===== src/rtl/sound_cmd_mailbox_if.sv =====
// Main-to-sound command mailbox bus: main CPU write side, sound CPU read side.
// Carries mbox_overflow only when SND_MAILBOX_OVERFLOW_EN is defined.
interface sound_cmd_mailbox_if #(
  parameter int DW    = 8,
  parameter int DEPTH = 4
);
  localparam int CW = $clog2(DEPTH + 1);

  logic          cs_sounddata;
  logic [DW-1:0] wr_data;
  logic          irq_trigger;
  logic          cs_snd_rd;
  logic          irq_ack;
  logic [DW-1:0] rd_data;
  logic          snd_irq_n;
  logic          fifo_empty;
  logic          fifo_full;
  logic [CW-1:0] fifo_count;
`ifdef SND_MAILBOX_OVERFLOW_EN
  logic          mbox_overflow;

  modport master (
    output cs_sounddata, wr_data, irq_trigger,
    output cs_snd_rd, irq_ack,
    input  rd_data, snd_irq_n, fifo_empty,
    input  fifo_full, fifo_count, mbox_overflow
  );

  modport slave (
    input  cs_sounddata, wr_data, irq_trigger,
    input  cs_snd_rd, irq_ack,
    output rd_data, snd_irq_n, fifo_empty,
    output fifo_full, fifo_count, mbox_overflow
  );
`else
  modport master (
    output cs_sounddata, wr_data, irq_trigger,
    output cs_snd_rd, irq_ack,
    input  rd_data, snd_irq_n, fifo_empty,
    input  fifo_full, fifo_count
  );

  modport slave (
    input  cs_sounddata, wr_data, irq_trigger,
    input  cs_snd_rd, irq_ack,
    output rd_data, snd_irq_n, fifo_empty,
    output fifo_full, fifo_count
  );
`endif
endinterface


===== src/rtl/sound_cmd_mailbox.sv =====
// Main-to-sound CPU command FIFO with IRQ; DEPTH=1 is the legacy latch.
// Optional sticky drop flag enabled by SND_MAILBOX_OVERFLOW_EN.
module sound_cmd_mailbox #(
  parameter int DW       = 8,
  parameter int DEPTH    = 4,
  parameter int IRQ_AUTO = 0
) (
  input logic clk_49m,
  input logic reset,
  sound_cmd_mailbox_if.slave bus
);
  localparam int CW = $clog2(DEPTH + 1);
  localparam int AW = (DEPTH > 1) ? $clog2(DEPTH) : 1;
  localparam bit LATCH = (DEPTH == 1);
  localparam bit AUTO = (IRQ_AUTO != 0);

  logic [DW-1:0] mem_q [DEPTH];
  logic [DW-1:0] mem_d [DEPTH];
  logic [AW-1:0] wp_q, wp_d;
  logic [AW-1:0] rp_q, rp_d;
  logic [CW-1:0] cnt_q, cnt_d;
  logic [DW-1:0] rd_q, rd_d;
  logic          irq_n_q, irq_n_d;
  logic          cs_q, cs_d;
  logic          trig_q, trig_d;
  logic          rdsel_q, rdsel_d;
  logic          ack_q, ack_d;
  logic [2:0]    arm_q, arm_d;
  logic          ovf_q, ovf_d;

  logic full;
  logic push_ev, pop_ev, trig_ev, ack_ev;
  logic push_ok, drop;

  // Rising edges count only once the input has been seen low after reset.
  assign push_ev = bus.cs_sounddata & ~cs_q & arm_q[0];
  assign trig_ev = bus.irq_trigger & ~trig_q & arm_q[1];
  assign ack_ev  = bus.irq_ack & ~ack_q & arm_q[2];
  assign pop_ev  = ~bus.cs_snd_rd & rdsel_q & (cnt_q != '0);

  assign full    = (cnt_q == CW'(DEPTH));
  assign push_ok = push_ev & (LATCH | ~full | pop_ev);
  assign drop    = push_ev & ~push_ok;

  always_comb begin
    cs_d    = bus.cs_sounddata;
    trig_d  = bus.irq_trigger;
    rdsel_d = bus.cs_snd_rd;
    ack_d   = bus.irq_ack;
    arm_d   = arm_q | ~{bus.irq_ack, bus.irq_trigger, bus.cs_sounddata};
  end

  always_comb begin
    mem_d = mem_q;
    wp_d  = wp_q;
    rp_d  = rp_q;
    cnt_d = cnt_q;
    if (push_ok) begin
      mem_d[wp_q] = bus.wr_data;
      if (!LATCH) wp_d = wp_q + AW'(1);
    end
    if (pop_ev && !LATCH) rp_d = rp_q + AW'(1);
    if (LATCH) begin
      if (push_ok)     cnt_d = CW'(1);
      else if (pop_ev) cnt_d = '0;
    end else begin
      unique case ({push_ok, pop_ev})
        2'b10:   cnt_d = cnt_q + CW'(1);
        2'b01:   cnt_d = cnt_q - CW'(1);
        default: cnt_d = cnt_q;
      endcase
    end
  end

  // Head is reloaded from registered state, so rd_data trails a push by one clock.
  always_comb begin
    rd_d = rd_q;
    if (cnt_q != '0) rd_d = mem_q[rp_q];
  end

  always_comb begin
    irq_n_d = irq_n_q;
    if (trig_ev || (AUTO && push_ok)) irq_n_d = 1'b0;
    else if (ack_ev)                  irq_n_d = 1'b1;
  end

  always_comb begin
    ovf_d = ovf_q;
    if (drop)                           ovf_d = 1'b1;
    else if (ack_ev && cnt_q == '0)     ovf_d = 1'b0;
  end

  always_ff @(posedge clk_49m or posedge reset) begin
    if (reset) begin
      for (int i = 0; i < DEPTH; i++) mem_q[i] <= '0;
      wp_q    <= '0;
      rp_q    <= '0;
      cnt_q   <= '0;
      rd_q    <= '0;
      irq_n_q <= 1'b1;
      cs_q    <= 1'b0;
      trig_q  <= 1'b0;
      rdsel_q <= 1'b0;
      ack_q   <= 1'b0;
      arm_q   <= '0;
      ovf_q   <= 1'b0;
    end else begin
      mem_q   <= mem_d;
      wp_q    <= wp_d;
      rp_q    <= rp_d;
      cnt_q   <= cnt_d;
      rd_q    <= rd_d;
      irq_n_q <= irq_n_d;
      cs_q    <= cs_d;
      trig_q  <= trig_d;
      rdsel_q <= rdsel_d;
      ack_q   <= ack_d;
      arm_q   <= arm_d;
      ovf_q   <= ovf_d;
    end
  end

  assign bus.rd_data    = rd_q;
  assign bus.snd_irq_n  = irq_n_q;
  assign bus.fifo_count = cnt_q;
  assign bus.fifo_empty = (cnt_q == '0);
  assign bus.fifo_full  = full;
`ifdef SND_MAILBOX_OVERFLOW_EN
  assign bus.mbox_overflow = ovf_q;
`else
  logic unused_ovf;
  assign unused_ovf = ovf_q;
`endif
endmodule


===== src/flat_wrapper.sv =====
// flat-port wrapper written by rule: the top's interface ports become plain ports
module sound_cmd_mailbox_flat 
#(
  parameter int DW       = 8,
  parameter int DEPTH    = 4,
  parameter int IRQ_AUTO = 0
)
  (clk_49m, reset, bus_cs_sounddata, bus_wr_data, bus_irq_trigger, bus_cs_snd_rd, bus_irq_ack, bus_rd_data, bus_snd_irq_n, bus_fifo_empty, bus_fifo_full, bus_fifo_count);
  sound_cmd_mailbox_if #(.DW(DW), .DEPTH(DEPTH)) bus_i ();
  input logic clk_49m;
  input logic reset;
  input wire logic [$bits(bus_i.cs_sounddata)-1:0] bus_cs_sounddata;
  input wire logic [$bits(bus_i.wr_data)-1:0] bus_wr_data;
  input wire logic [$bits(bus_i.irq_trigger)-1:0] bus_irq_trigger;
  input wire logic [$bits(bus_i.cs_snd_rd)-1:0] bus_cs_snd_rd;
  input wire logic [$bits(bus_i.irq_ack)-1:0] bus_irq_ack;
  output wire logic [$bits(bus_i.rd_data)-1:0] bus_rd_data;
  output wire logic [$bits(bus_i.snd_irq_n)-1:0] bus_snd_irq_n;
  output wire logic [$bits(bus_i.fifo_empty)-1:0] bus_fifo_empty;
  output wire logic [$bits(bus_i.fifo_full)-1:0] bus_fifo_full;
  output wire logic [$bits(bus_i.fifo_count)-1:0] bus_fifo_count;
  assign bus_i.cs_sounddata = bus_cs_sounddata;
  assign bus_i.wr_data = bus_wr_data;
  assign bus_i.irq_trigger = bus_irq_trigger;
  assign bus_i.cs_snd_rd = bus_cs_snd_rd;
  assign bus_i.irq_ack = bus_irq_ack;
  assign bus_rd_data = bus_i.rd_data;
  assign bus_snd_irq_n = bus_i.snd_irq_n;
  assign bus_fifo_empty = bus_i.fifo_empty;
  assign bus_fifo_full = bus_i.fifo_full;
  assign bus_fifo_count = bus_i.fifo_count;
  sound_cmd_mailbox #(.DW(DW), .DEPTH(DEPTH), .IRQ_AUTO(IRQ_AUTO)) u_core (.clk_49m(clk_49m), .reset(reset), .bus(bus_i));
endmodule

===== config.mk =====
export PLATFORM = sky130hd
export DESIGN_NAME = sound_cmd_mailbox_flat
export DESIGN_NICKNAME = d
export VERILOG_FILES = /design/src/rtl/sound_cmd_mailbox_if.sv /design/src/rtl/sound_cmd_mailbox.sv /design/src/flat_wrapper.sv
export SDC_FILE = /design/constraint.sdc
export NUM_CORES = 1
export LEC_CHECK = 0
export ABC_AREA = 1
export BUFFER_PORTS_ARGS = -buffer_cell sky130_fd_sc_hd__clkbuf_2
export CAP_MARGIN = 20
export CORE_MARGIN = 4
export CORE_UTILIZATION = 55
export CTS_CLUSTER_SIZE = 20
export DETAILED_ROUTE_END_ITERATION = 10
export PLACE_DENSITY = 0.75
export SLEW_MARGIN = 20
export SYNTH_ARGS = -nofsm -noshare
export SYNTH_HDL_FRONTEND = slang
export SYNTH_SLANG_ARGS = --single-unit

===== constraint.sdc =====
create_clock -name clk_49m -period 3.5 [get_ports clk_49m]
set_input_delay 0.7 -clock clk_49m [delete_from_list [all_inputs] [get_ports clk_49m]]
set_output_delay 0.7 -clock clk_49m [all_outputs]
set_load 0.05 [all_outputs]

* Yosys cells after proc, flatten, opt, wreduce, memory -nomap -nowiden
Cells that the tools add are included.
Word-level totals: register bits 55, bits in latches 0, RAM bits 0, bits in read-only memories 0, input port bits 14, output and inout bits 14, word-level logic and storage cells 57, memories 0
Cells by class: add/sub/neg operators 4, multiply operators 0, divide/modulo/power cells 0, $lt $le $gt $ge 3, equal/unequal tests 3, shift-type cells 0, muxes and demuxes 9, bitwise logic cells 19, reductions and logical operators 5
Operators with widths (count):
- 32-bit bitwise mux | 1
- 8-bit two-way mux | 3
- 8-bit binary-select mux with 2-bit select | 1
- 8-bit demux with 2-bit select | 1
- 1-bit AND | 9
- 3-bit greater-or-equal comparator, second input constant | 2
- 2-bit NOT with 3-bit output | 2
- 3-bit case mux with 2 select lines | 1
- 1-bit NOT | 5
- 2-bit by 1-bit adder with 2-bit output, second input constant | 2
- 2-bit nonzero test | 2
- 3-bit by 1-bit adder with 3-bit output, second input constant | 1
- 3-bit == test, second input constant | 1
- 3-bit logical NOT | 1
- 3-bit by 1-bit less-than comparator with 1-bit output, second input constant | 1
- 3-bit NOT | 1
- 3-bit OR | 1
- 3-bit nonzero test | 1
- 3-bit by 1-bit subtractor with 3-bit output, second input constant | 1
- 2-bit by 1-bit == test with 1-bit output, second input constant | 1
- 2-bit == test, second input constant | 1
- 1-bit two-way mux | 2
- 1-bit logical AND | 1
- 1-bit OR | 1

* Longest topological paths before layout
depth in word-level cells 7, depth in mapped cells 12

* Worst setup path after synthesis
No wires, ideal clock.
kind register -> output, start point register u_core.cnt_q[2] (netlist: u_core.bus.fifo_count[2]), end point output port bus_fifo_full, arrival time 1.912 ns, path slack 0.888 ns, stages on the path, launching flop included 3, path buffers 0, path through dfrtp_1 inv_1 nor3_1
On the way: longest elaborated chain between the ends 1
Ends and longest elaborated chain:
- start, declared | RTL line sound_cmd_mailbox.sv:21 | logic [CW-1:0] cnt_q, cnt_d;
- start signal, assigned | RTL line sound_cmd_mailbox.sv:111 | cnt_q <= cnt_d;
- 3-bit == test | RTL line sound_cmd_mailbox.sv:41 | assign full = (cnt_q == CW'(DEPTH));
- end, declared | RTL line flat_wrapper.sv:20 | output wire logic [$bits(bus_i.fifo_full)-1:0] bus_fifo_full;
No other way between the ends.

* Worst setup path in the final report
start point register u_core.cnt_q[1] (netlist: u_core.bus.fifo_count[1]), end point register u_core.cnt_q[2] (netlist: u_core.bus.fifo_count[2])
On the way: longest elaborated chain between the ends 6
Ends and longest elaborated chain:
- 3-bit nonzero test or 3-bit == test (tied branches) | RTL line sound_cmd_mailbox.sv:39, sound_cmd_mailbox.sv:41
- 1-bit AND or 1-bit NOT (tied branches) | RTL line sound_cmd_mailbox.sv:39, sound_cmd_mailbox.sv:42
- 1-bit OR | RTL line sound_cmd_mailbox.sv:42 | assign push_ok = push_ev & (LATCH | ~full | pop_ev);
- 1-bit AND | RTL line sound_cmd_mailbox.sv:42
- 2-bit by 1-bit == test with 1-bit output or 2-bit == test (tied branches) | RTL line sound_cmd_mailbox.sv:67 | unique case ({push_ok, pop_ev})
- 3-bit case mux with 2 select lines or 2-bit nonzero test (tied branches)
Several ways; a longest one is shown, not always the timed one. A chain may end at the register's enable or synchronous reset.

==> results.md <==
- Post-Synth Adder-Cell Area: 0.0300
- All-Layer GR Usage: 0.200
- Diodes inserted: 0
- Number of global-route vias before repair: 2030
- Final Hold Viols: 0
- Final Wtd Congestion: 0.824
- Clk_skew: 10.2 ps
- Pins Over Slew Limit: 0
- Post-CTS Hold Fix Bufs: 0
- Largest family of logic cells by synthesized area: simple AND/OR/NAND/NOR gates
- Post-Syn Area: 2750 um2
- Num CTS Buffers: 5
- Register area share after synthesis: 0.500
- VDD IR max: 0.361 mV
- Worst skew pair latency: 310 ps
- RSZ-0062 raised after global routing: no
- Final net count: 374
- R2r startpoint: u_core.bus.fifo_count[1]
- Htree depth: 2
- Post-Syn Nets: 355
- Post-synth EDFFs: 0
- Total congestion overflow: 0
- Routed len/inst: 13.2 um
- Sw Pwr: 0.00127 W
- Worst EP arrival: 2490 ps
- Clk slew on worst S/H paths: 100 ps
- Fillers: 452
- LEAKAGE: 1.62 nW
- Setup WS pre-CTS: 917 ps
- TritonCTS clock tree: done
- Detailed Routing Iterations Pass 1: 5
- Internal power: 0.00143 W
- Starting Density: 0.575
- DR vias/cell: 5.10
- Clock buffer depth: 2
- YS warnings: 0
- R2R Path End: u_core.bus.fifo_count[2]
- Xor/xnor share of the synthesized area: 0.00955
- Fin area: 2940 um2
- Most frequently used cell type in the post-synthesis netlist: nand2_1
- Synthesized instance count: 335
- Post-Synth Simple-Gate Area: 0.358
- Post-synthesis compound-gate area fraction: 0.00545
- Ports: 28
- Port Buffers: 27
- CP delay by family, top: simple AND/OR/NAND/NOR gates
- Slew margin rel.: 0.542
- Mean post-synth cell area: 8.22 um2
- Setup TNS: 0 ps
- Top post-synthesis cells by area: dfrtp_1 (49%), nand2_1 (19%), nand4_1 (7.3%)
- Synthesized flop and latch total: 55
- Final core utilization: 0.614
- Cell Rows: 25
- DRT iter0 DRCs: 182
- Min-Delay Path Class: primary input to asynchronous set/reset pin
- Sequential power share: 0.412
- Final min period: 2280 ps
- Post-route DRC: 0
- Core Box Area: 4790 um2
- Number of vias after detailed routing: 2154
- Critical path class: flip-flop to flip-flop
- Clock sink count: 55
- Top-area cell type share of the netlist area: 0.491
- Cell mode on critical path: nand2_1
- Switch share: 0.472
- Initial antenna violation count: 0
- Prevailing post-synth register cell: dfrtp_1
- Commonest cells in the netlist: nand2_1 (139), dfrtp_1 (54), nand4_1 (32)
- Crit path launch type: flip-flop
- Post-route ant nets: 0
- Slowest cell on the critical path: dfrtp_1
- First-pass GRT wire length: 9.76 mm
- Post-CTS sizing: 0
- Full die area: 6200 um2
- Mux cell area share after synthesis: 0
- CP Max Fanout: 39
- Clock power frac: 0.132
- MaxCap Viol Count: 0
- Largest area contributor in the netlist: dfrtp_1
- Period utilization: 0.652
- Fmax: 438 MHz
- Final wirelength: 5.59 mm
- Register area: 1380 um2
- Post-Place Cell Area: 2850 um2
- Worst-margin pin slew: 686 ps
- Worst endpoint required time: 3710 ps
- Worst stage delay on the critical path: 450 ps
- Setup ws final: 1220 ps
- Outcome: complete, no violations
- Die extent in x: 78.7 um
- Logic pwr share: 0.456
- Reg2reg setup slack: 1220 ps
- R2R cell count: 9
- Asr flop ratio synth: 1.00
- Power density cells: 918 nW/um2
- Critical-path cell list: nor2_4 > nand3_4 > nand2_1 > ha_1 > inv_1 > fa_1 > nand2_1 > nand3b_1 > xor2_1
- Setup Viol. Count Final: 0
- Die Span Y: 78.7 um
- Share of layout cells above drive strength 1: 0.132
- Clk root buf: clkbuf_8
- Multi-input gate area in the final layout: 1110 um2
- Largest net degree at the start of global routing: 40
- Area grow syn2layout: 6.77%
- # Post-CTS Setup Buffers: 0
- Setup crit end kind: flip-flop
- Final HPWL DP: 3.99 mm
- Library cells used by synthesis: 29
- WP buf/inv: 1
==> registers in the layout, summed over array words and instances (netlist names) <==
| name | cells |
|---|---|
| u_core.cs_q | 1 |
| u_core.wp_q | 2 |
| u_core.ack_q | 1 |
| u_core.bus.rd_data | 8 |
| u_core.bus.fifo_count | 3 |
| u_core.rp_q | 2 |
| u_core.bus.snd_irq_n | 1 |
| u_core.trig_q | 1 |
| u_core.mem_q | 32 |
| u_core.arm_q | 3 |
| u_core.rdsel_q | 1 |
==> worst max-delay path by stage <==
stage,startpoint,to,slack [ps],cells past startpoint
after floorplan,u_core.bus.fifo_count[2],bus_fifo_full,890,2
after global placement,bus_cs_snd_rd,u_core.bus.fifo_count[2],970,11
after detailed placement,bus_cs_snd_rd,u_core.bus.fifo_count[2],920,11
after CTS,u_core.bus.fifo_count[1],bus_fifo_empty,1210,4
after global routing,u_core.bus.fifo_count[1],u_core.bus.fifo_count[2],1080,9
final,u_core.bus.fifo_count[1],u_core.bus.fifo_count[2],1220,9
==> layout make-up <==
class                           instances  share of cell area
Sequential cell                        55               0.469
Multi-Input combinational cell        230               0.378
Timing Repair Buffer                   29              0.0511
Inverter                               33              0.0430
Clock buffer                            7              0.0294
Tap cell                               67              0.0285
Clock inverter                          1             0.00170
==> kinds of logic after synthesis <==
| group | count (synthesis) |
|---|---|
| compound gates | 3 |
| simple gates | 218 |
| xor+xnor | 3 |
| buf+inv | 50 |
| flops | 55 |
| fa+ha+maj | 6 |
==> through the flow <==
stage | power, W | hold WS, ps | cells
3_5_place_dp | 0.00236 | 429 | 414
5_1_grt | 0.00294 | 456 | 422
4_1_cts | 0.00272 | 438 | 422
6_report | 0.00270 | 427 | 422
3_3_place_gp | 0.00231 | 425 | 414
2_1_floorplan | 0.00213 | 414 | 335
==> power groups by stage <==
stage	sequential, W	clock [W]	combinational [W]
final	0.00111	0.000356	0.00123
after CTS	0.00111	0.000367	0.00124
after floorplan	0.00125	0	0.000877
after global placement	0.00111	0	0.00121
after global routing	0.00115	0.000397	0.00139
after detailed placement	0.00112	0	0.00124
==> per-layer routing <==
layer  up-vias  global-route usage  routed length [um]
met5         -                   0                   0
met4         0              0.0577                  68
met3         6              0.0385                 294
met2        63               0.313                2570
met1       999               0.284                2660
li1       1086                   -                   -
==> layout by cell type (no fill, tap or decap), drive strengths merged <==
| cell type | n |
|---|---|
| xor2 | 1 |
| clkinv | 1 |
| clkbuf | 34 |
| nand2 | 140 |
| ha | 5 |
| nand3b | 1 |
| xnor2 | 2 |
| buf | 2 |
| fa | 1 |
| a21oi | 1 |
| inv | 33 |
| nand3 | 16 |
| dfrtp | 54 |
| nor2 | 20 |
| o21ai | 2 |
| nand4 | 32 |
| or2 | 8 |
| nor3 | 1 |
| dfstp | 1 |
==> worst register-to-register path, stage by stage, from the launching register on <==
cell and delay, ps:
dfrtp_1 450, nor2_4 170, nand3_4 350, nand2_1 250, ha_1 190, inv_1 70
fa_1 380, nand2_1 80, nand3b_1 100, xor2_1 150
(Power assumes the default switching activity.)
